File: config.mk
export PLATFORM = sky130hd
export DESIGN_NAME = fpu_issue_ctrl
export DESIGN_NICKNAME = d
export VERILOG_FILES = /design/src/rtl/fpu_pkg.sv /design/src/rtl/fpu_cmd_fifo.sv /design/src/rtl/fpu_issue_ctrl.sv
export SDC_FILE = /design/constraint.sdc
export NUM_CORES = 1
export LEC_CHECK = 0
export ABC_AREA = 1
export ABC_CLOCK_PERIOD_IN_PS = 12600
export BUFFER_PORTS_ARGS = -buffer_cell sky130_fd_sc_hd__buf_2
export CORE_ASPECT_RATIO = 0.75
export CORE_UTILIZATION = 55
export CTS_CLUSTER_SIZE = 16
export DETAILED_ROUTE_END_ITERATION = 7
export HOLD_SLACK_MARGIN = 0.05
export PLACE_DENSITY_LB_ADDON = 0.3
export SYNTH_ARGS = -nofsm -noshare
export SYNTH_HDL_FRONTEND = slang
export SYNTH_HIERARCHICAL = 1
export SYNTH_SLANG_ARGS = --single-unit
File: constraint.sdc
create_clock -name clk -period 12.6 [get_ports clk]
set_input_delay 2.52 -clock clk [delete_from_list [all_inputs] [get_ports clk]]
set_output_delay 2.52 -clock clk [all_outputs]
set_load 0.02 [all_outputs]
File: src/rtl/fpu_pkg.sv
// fpu_pkg: shared opcodes, command bundle, sequencer states and
// the legal-opcode test used by the FP issue controller.
package fpu_pkg;

  localparam logic [5:0] OP_NOP = 6'b000000;
  localparam logic [5:0] OP_SW  = 6'b001011;
  localparam logic [5:0] OP_ADD = 6'b110000;
  localparam logic [5:0] OP_SUB = 6'b110001;
  localparam logic [5:0] OP_MUL = 6'b110010;
  localparam logic [5:0] OP_DIV = 6'b110011;
  localparam logic [5:0] OP_CMP = 6'b110100;
  localparam logic [5:0] OP_RCP = 6'b110101;
  localparam logic [5:0] OP_RND = 6'b110110;

  typedef struct packed {
    logic        is_load;
    logic [5:0]  opcode;
    logic [4:0]  rs;
    logic [4:0]  rt;
    logic [4:0]  rd;
    logic [31:0] wdata;
  } fpu_cmd_t;

  typedef enum logic [1:0] {
    S_IDLE,
    S_ISSUE,
    S_GAP,
    S_RESP
  } fpu_state_t;

  function automatic logic is_legal_op(input logic [5:0] op);
    return (op == OP_SW) || ((op >= OP_ADD) && (op <= OP_RND));
  endfunction

endpackage

File: src/rtl/fpu_cmd_fifo.sv
// fpu_cmd_fifo: DEPTH-entry command queue with flush.
// Ports: push/din in, pop/dout out (head), full/empty flags.
module fpu_cmd_fifo
  import fpu_pkg::*;
#(
  parameter int DEPTH = 4
) (
  input  logic     clk,
  input  logic     rst,
  input  logic     push,
  input  logic     pop,
  input  logic     flush,
  input  fpu_cmd_t din,
  output fpu_cmd_t dout,
  output logic     full,
  output logic     empty
);

  localparam int AW = $clog2(DEPTH);

  logic [AW:0] wr_ptr;
  logic [AW:0] rd_ptr;
  fpu_cmd_t    mem [DEPTH];

  assign empty = (wr_ptr == rd_ptr);
  assign full  = (wr_ptr[AW] != rd_ptr[AW]) &&
                 (wr_ptr[AW-1:0] == rd_ptr[AW-1:0]);
  assign dout  = mem[rd_ptr[AW-1:0]];

  // Flush wins over push and pop at the same edge.
  always_ff @(posedge clk or posedge rst) begin
    if (rst) begin
      wr_ptr <= '0;
      rd_ptr <= '0;
    end else if (flush) begin
      wr_ptr <= '0;
      rd_ptr <= '0;
    end else begin
      if (push && !full)
        wr_ptr <= wr_ptr + 1'b1;
      if (pop && !empty)
        rd_ptr <= rd_ptr + 1'b1;
    end
  end

  always_ff @(posedge clk) begin
    if (push && !full && !flush)
      mem[wr_ptr[AW-1:0]] <= din;
  end

endmodule

File: src/rtl/fpu_issue_ctrl.sv
// fpu_issue_ctrl: queues FP commands and sequences them onto the
// coprocessor cp_* bus; retries on cp_cache_done, gaps after div/rcp,
// returns sw data on resp_*; busy/err_illegal status.
module fpu_issue_ctrl
  import fpu_pkg::*;
#(
  parameter int DEPTH   = 4,
  parameter int DIV_GAP = 2
) (
  input  logic        clk,
  input  logic        rst,
  input  logic        req_valid,
  output logic        req_ready,
  input  logic        req_is_load,
  input  logic [5:0]  req_opcode,
  input  logic [4:0]  req_rs,
  input  logic [4:0]  req_rt,
  input  logic [4:0]  req_rd,
  input  logic [31:0] req_wdata,
  input  logic        flush,
  output logic [5:0]  cp_opcode,
  output logic [4:0]  cp_rs,
  output logic [4:0]  cp_rt,
  output logic [4:0]  cp_rd,
  output logic [4:0]  cp_waddr,
  output logic [31:0] cp_wdata,
  output logic        cp_we,
  input  logic        cp_cache_done,
  input  logic [31:0] cp_outdata,
  output logic        resp_valid,
  output logic [31:0] resp_data,
  output logic        busy,
  output logic        err_illegal
);

  localparam int GW = (DIV_GAP > 1) ? $clog2(DIV_GAP) : 1;
  localparam logic [GW-1:0] GAP_INIT =
    GW'((DIV_GAP > 0) ? DIV_GAP - 1 : 0);

  fpu_state_t    state;
  logic [GW-1:0] gap_cnt;

  fpu_cmd_t req_cmd;
  fpu_cmd_t head;
  logic     full;
  logic     empty;
  logic     push;
  logic     dispatch;
  logic     head_ok;
  logic     cur_sw;
  logic     cur_long;
  logic     issue_done;

  assign req_cmd = '{
    is_load: req_is_load,
    opcode:  req_opcode,
    rs:      req_rs,
    rt:      req_rt,
    rd:      req_rd,
    wdata:   req_wdata
  };

  assign req_ready = !full;
  assign push      = req_valid && !full && !flush;
  assign busy      = !empty || (state != S_IDLE);

  assign cur_sw     = (cp_opcode == OP_SW);
  assign cur_long   = ((cp_opcode == OP_DIV) || (cp_opcode == OP_RCP)) &&
                      (DIV_GAP > 0);
  assign issue_done = (state == S_ISSUE) && !cp_cache_done;
  assign head_ok    = head.is_load || is_legal_op(head.opcode);

  // The head is taken from IDLE, straight after a plain command
  // executes (back-to-back), or when the post-div gap expires so the
  // gap is exactly DIV_GAP bus cycles.
  assign dispatch = !empty && !flush && (
    (state == S_IDLE) ||
    (issue_done && !cur_sw && !cur_long) ||
    ((state == S_GAP) && (gap_cnt == '0)));

  fpu_cmd_fifo #(
    .DEPTH (DEPTH)
  ) u_fifo (
    .clk   (clk),
    .rst   (rst),
    .push  (push),
    .pop   (dispatch),
    .flush (flush),
    .din   (req_cmd),
    .dout  (head),
    .full  (full),
    .empty (empty)
  );

  always_ff @(posedge clk or posedge rst) begin
    if (rst) begin
      state       <= S_IDLE;
      gap_cnt     <= '0;
      cp_opcode   <= OP_NOP;
      cp_rs       <= '0;
      cp_rt       <= '0;
      cp_rd       <= '0;
      cp_waddr    <= '0;
      cp_wdata    <= '0;
      cp_we       <= 1'b0;
      resp_valid  <= 1'b0;
      resp_data   <= '0;
      err_illegal <= 1'b0;
    end else begin
      resp_valid <= 1'b0;
      unique case (state)
        S_IDLE: begin
        end
        S_ISSUE: begin
          // A stalled command keeps the bus unchanged for the retry.
          if (!cp_cache_done) begin
            cp_opcode <= OP_NOP;
            cp_we     <= 1'b0;
            if (cur_sw) begin
              state <= S_RESP;
            end else if (cur_long) begin
              state   <= S_GAP;
              gap_cnt <= GAP_INIT;
            end else begin
              state <= S_IDLE;
            end
          end
        end
        S_GAP: begin
          if (gap_cnt == '0)
            state <= S_IDLE;
          else
            gap_cnt <= gap_cnt - 1'b1;
        end
        S_RESP: begin
          resp_data  <= cp_outdata;
          resp_valid <= 1'b1;
          state      <= S_IDLE;
        end
        default: state <= S_IDLE;
      endcase

      // Overrides the case above; illegal heads vanish without a bus cycle.
      if (dispatch) begin
        if (head_ok) begin
          state     <= S_ISSUE;
          cp_opcode <= head.is_load ? OP_NOP : head.opcode;
          cp_we     <= head.is_load;
          cp_rs     <= head.rs;
          cp_rt     <= head.rt;
          cp_rd     <= head.rd;
          cp_waddr  <= head.rd;
          cp_wdata  <= head.wdata;
        end else begin
          err_illegal <= 1'b1;
          state       <= S_IDLE;
        end
      end
    end
  end

endmodule

== After elaboration in Yosys (flattened, before gate mapping) ==
Memories as Yosys holds them, arrays and structs flattened.
Cells that the tools add are included.
Storage, ports and cells
  register bits after elaboration: 97
  memory bits (writable): 216
  output and inout bits: 95
  logic and storage cells: 99
  memories: 1
Operators by class
  add/subtract/negate cells: 3
  magnitude comparators: 2
  equality and inequality tests: 15
  muxes and demuxes: 28
  bitwise operators: 2
  reduce and logical (&&, ||, !) cells: 35
Memories
  u_fifo.mem: depth 4, bits a word 54, rd ports 1, clocked after memory_dff 0, write ports 1, RTL line fpu_cmd_fifo.sv:23  | fpu_cmd_t mem [DEPTH];
Operator list (number)
  $mux W6: 5
  $logic_and A1 B1 Y1: 13
  $eq A6 B4 Y1 const B: 2
  $eq A6 B6 Y1 const B: 2
  $mux W1: 12
  $mux W3: 4
  $mux W2: 5
  $reduce_bool A2 Y1: 4
  $add A3 B1 Y3 const B: 2
  $ge A6 B6 Y1 const B: 1
  $le A6 B6 Y1 const B: 1
  $logic_not A1 Y1: 6
  $logic_or A1 B1 Y1: 6
  $ne A2 B2 Y1 const B: 3
  $ne A3 B2 Y1 const B: 2
  $pmux W2 S3: 1
  $eq A2 B2 Y1 const B: 2
  $reduce_and A2 Y1: 2
  $reduce_and A4 Y1: 1
  $reduce_bool A4 Y1: 1
  $eq A3 B3 Y1: 1
  $reduce_and A3 Y1: 1
  $eq A2 B1 Y1 const B: 1
  $eq A2 B2 Y1: 1
  other kinds (5): 6

== Depth between registers and ports, before layout ==
  depth after elaboration: 10
  mapped depth: 16

== Modules after synthesis ==
The synthesis kept the hierarchy.
Modules (own cells, without submodules)
  fpu_cmd_fifo: times used 1, cells each 585, area an instance 8453.1 um2, sequential area each 6636.4 um2
  fpu_issue_ctrl: times used 1, cells each 465, area an instance 3958.8 um2, sequential area each 2277.2 um2

== Worst setup path before layout ==
Ideal clock, no wire load.
  path type: input to register
  start point: input port req_valid
  end point: memory u_fifo/mem[0][0] (netlist name) (enable)
  arrival time: 5205 ps
  required time: 12134 ps
  path slack: 6930 ps
  cell stages on the path: 4
  path through: nand2_1 nor2_1 nand3_2 nor2_1
On the way
  longest elaborated chain between the ends: 6
RTL lines
  start, declared: RTL line fpu_issue_ctrl.sv:12  | input logic req_valid,
  $logic_and A1 B1 Y1 (2 in a row): RTL line fpu_issue_ctrl.sv:64  | assign push = req_valid && !full && !flush;
  net push: RTL line fpu_issue_ctrl.sv:47  | logic push;
  $logic_and A1 B1 Y1 (2 in a row): RTL line fpu_cmd_fifo.sv:47  | if (push && !full && !flush)
  $mux W1: RTL line fpu_cmd_fifo.sv:47
  $mux W1 (not written as such): RTL line fpu_cmd_fifo.sv:48  | mem[wr_ptr[AW-1:0]] <= din;
  end, declared: RTL line fpu_cmd_fifo.sv:23
The timed path passes the listed nets, and every way through them passes these cells.

== Final worst setup path ==
  start point: register u_fifo.rd_ptr[1]
  end point: output port busy
On the way
  longest elaborated chain between the ends: 3
RTL lines
  start, declared: RTL line fpu_cmd_fifo.sv:22  | logic [AW:0] rd_ptr;
  start signal, assigned: RTL line fpu_cmd_fifo.sv:42  | rd_ptr <= rd_ptr + 1'b1;
  $eq A3 B3 Y1: RTL line fpu_cmd_fifo.sv:25  | assign empty = (wr_ptr == rd_ptr);
  net empty: RTL line fpu_issue_ctrl.sv:46  | logic empty;
  $logic_not A1 Y1: RTL line fpu_issue_ctrl.sv:65  | assign busy = !empty || (state != S_IDLE);
  $logic_or A1 B1 Y1: RTL line fpu_issue_ctrl.sv:65
  end, declared: RTL line fpu_issue_ctrl.sv:32  | output logic busy,
The timed path passes the listed nets, and every way through them passes these cells.

==> results.py <==
metrics = {
    "sta": {
        "setup_tns_ns": 0,
        "fin_crit_sh_pct": 42.4,
        "period_minus_slack_ns": 5.34,
        "fmax_ghz": 0.187,
        "finalMaxSlewViolations": 0,
        "skew_ns": 0.0146,
        "final.setup.worst_slack_ns": 7.26,
        "worstMarginPinSlew_ns": 1.13,
        "setup_viol": 0,
        "rsz0062_at_grt": "no",
        "relSlewSlack_pct": 24.6,
        "timing_hold_violations_final": 0,
    },
    "cts": {
        "cts_buffer_depth": 3,
        "cts.sinks": 313,
        "holdBufCountCts": 0,
        "htreeDepth": 1,
        "numCtsBuffers": 29,
        "cts_tree": "built",
        "postCtsSetupBuffers": 0,
        "clockRootBuffer": "clkbuf_16",
        "clk_latency_ns": 0.54,
        "clk_pin_slew_ns": 0.06,
        "postCtsResizedCells": 0,
    },
    "finish": {
        "syn_to_final_growth_pct": 17.5,
        "nNetsFinal": 1306,
        "utilization_pct": 66.0,
        "final_common_cell": "nand2_1",
        "final_cell_mix": "nand2_1, edfxtp_1, buf_2, nor2_1, o21ai_0",
        "drive_above_1_share_pct": 22.2,
    },
    "setup_path": {
        "critPathMaxStageDelay_ns": 0.77,
        "path_cells": "buf_4 > inv_2 > nand2_1 > nand2_2 > nand3_2 > inv_1 > nand2_1 > buf_2",
        "critPathSlowestCell": "inv_2",
        "crit_type": "register to primary output",
        "crit_top_cell": "nand2_1",
        "cp-end-kind": "primary output",
        "worstPathMaxFanout": 58,
        "required_ns": 10.08,
        "cp-start-kind": "register",
        "critical_path_arrival_ns": 2.82,
    },
    "synthesis": {
        "syn_area_mm2": 0.0124,
        "yosys-top-cells-area": "edfxtp_1, dfrtp_1, nand2_1, o21ai_0, nor2_1",
        "syn_avg_cell_area_um2": 11.8,
        "syn_nets": 1146,
        "ys_seq_elements": 313,
        "synth_seq_area_share_pct": 71.8,
        "synth.top_cell.area_share_pct": 52.3,
        "postSynthCellCount": 1050,
        "yosysUniqueCellTypes": 28,
        "synth_top_area_cell": "edfxtp_1",
        "yosys_warnings": 6,
    },
    "global_routing": {
        "grt_pass1_vias": 7965,
        "grt_pass1_wl_um": 42600,
        "track_usage_pct": 23.6,
        "grt_max_degree": 108,
        "overflow": 0,
        "antenna_found_initial": 6,
    },
    "route": {
        "vias_per_cell": 5.51,
        "postRouteAntennaNets": 0,
        "drc": 0,
        "wl_um": 27600,
        "vias": 8443,
        "drtPass1Iterations": 5,
        "detail_route.wl_per_cell_um": 18.0,
        "dr.first_iter.drc_count": 633,
    },
    "power_and_ir_drop": {
        "powerDensity_mw_per_mm2": 172,
        "p_total_uw": 2510,
        "power_leakage_uw": 0.00598,
        "ir_worst_vdd_v": 0.000118,
    },
    "placement": {
        "placement.io_buffers": 185,
        "dp_hpwl_um": 15800,
        "gp_congestion": 0.851,
        "dp_slack_ns": 7.57,
    },
    "floorplanning": {
        "start_util_pct": 56.1,
        "fp.dieW_um": 175,
        "io_pins": 186,
        "num_rows": 47,
        "die_h_um": 132,
        "core_mm2": 0.0221,
        "die_area_mm2": 0.0232,
    },
    "status": {
        "status": "completed",
    },
    "min_path": {
        "hold_class": "register to register",
    },
    "flow_run": {
        "max_cap_violations": 0,
    },
}
-- flip-flops by register name, summed over array words and instances, names as in the netlist --
name / flops
cp_wdata: 32
resp_valid: 1
cp_rt: 5
u_fifo/wr_ptr: 3
err_illegal: 1
u_fifo/mem: 216
cp_rs: 5
gap_cnt: 1
resp_data: 32
cp_opcode: 6
u_fifo/rd_ptr: 3
state: 2
cp_waddr: 5
cp_we: 1
-- through the flow --
stage	cells	area (µm²)	hold slack, ns
final	1533	14600	0.464
after CTS	1527	14600	0.470
after floorplan	1050	12400	0.453
after global routing	1529	14600	0.492
after global placement	1473	13500	0.451
after detailed placement	1473	13500	0.453
-- critical path: cells and delay by family (launching register included) --
kind,cells,cell delay [ns]
and+or+nand+nor,4,0.49
DFF,1,0.38
buffers and inverters,4,1.40
-- cell families (layout without fill, tap and decap cells) --
family	after synthesis	in the layout	synth area share [%]
and+or+nand+nor	458	458	15.7
DFF	313	313	71.8
AOI/OAI and AO/OA	175	175	7.70
buffers and inverters	96	279	3.91
adders and majority gates	5	5	0.504
xor gates and xnor gates	3	3	0.363
other	0	6	0
-- final cells by class --
cell class,instances,area [µm²]
clock buffer,34,785
timing repair buffer,196,1010
clock inverter,20,324
sequential,313,8920
inverter,29,114
multi-input combinational,641,3050
fill,1632,7530
tap,294,368
antenna,6,15.0
-- report_power, final --
group / switching, µW / internal (µW) / total [µW]
clock: 372 / 612 / 984
combinational: 212 / 95.1 / 307
sequential: 43.0 / 1170 / 1220
-- cell usage after synthesis --
| master | instances |
|---|---|
| buf_1 | 5 |
| nor3_2 | 1 |
| xnor2_4 | 1 |
| xor2_1 | 2 |
| buf_2 | 17 |
| inv_1 | 25 |
| inv_4 | 1 |
| nand2_2 | 5 |
| dfrtp_1 | 97 |
| inv_2 | 3 |
| nand2_4 | 2 |
| a21oi_1 | 5 |
| nand4_1 | 58 |
| o21ai_0 | 111 |
| buf_4 | 12 |
| clkbuf_1 | 23 |
| nand3_2 | 3 |
| nand2_1 | 253 |
| a21boi_0 | 4 |
| buf_6 | 7 |
| nor2_1 | 120 |
| nand3_1 | 15 |
| o21bai_1 | 1 |
| ha_1 | 5 |
| o22ai_1 | 54 |
| nand3_4 | 1 |
| edfxtp_1 | 216 |
| clkbuf_2 | 3 |
-- layer usage --
layer / track usage (%) / part of all wire, % / up-vias
li1: - / - / 4017
met4: 6.62 / 2.1 / 2
met3: 5.22 / 7.6 / 36
met1: 33.4 / 45 / 4094
met5: 0 / 0.036 / -
met2: 37.1 / 46 / 294
-- final timing paths --
path	start	end	slack, ns	depth (start not counted)
setup reg to reg	u_fifo/rd_ptr[0]	cp_wdata[6]	8.16	13
min in group asynchronous	rst	u_fifo/rd_ptr[1]	1.94	2
hold / removal	cp_wdata[5]	cp_wdata[5]	0.46	2
hold reg to reg	cp_wdata[5]	cp_wdata[5]	0.46	2
max in group asynchronous	rst	cp_wdata[21]	9.49	3
setup / recovery	u_fifo/rd_ptr[1]	busy	7.26	8
Power figures use the tool's default switching activity.
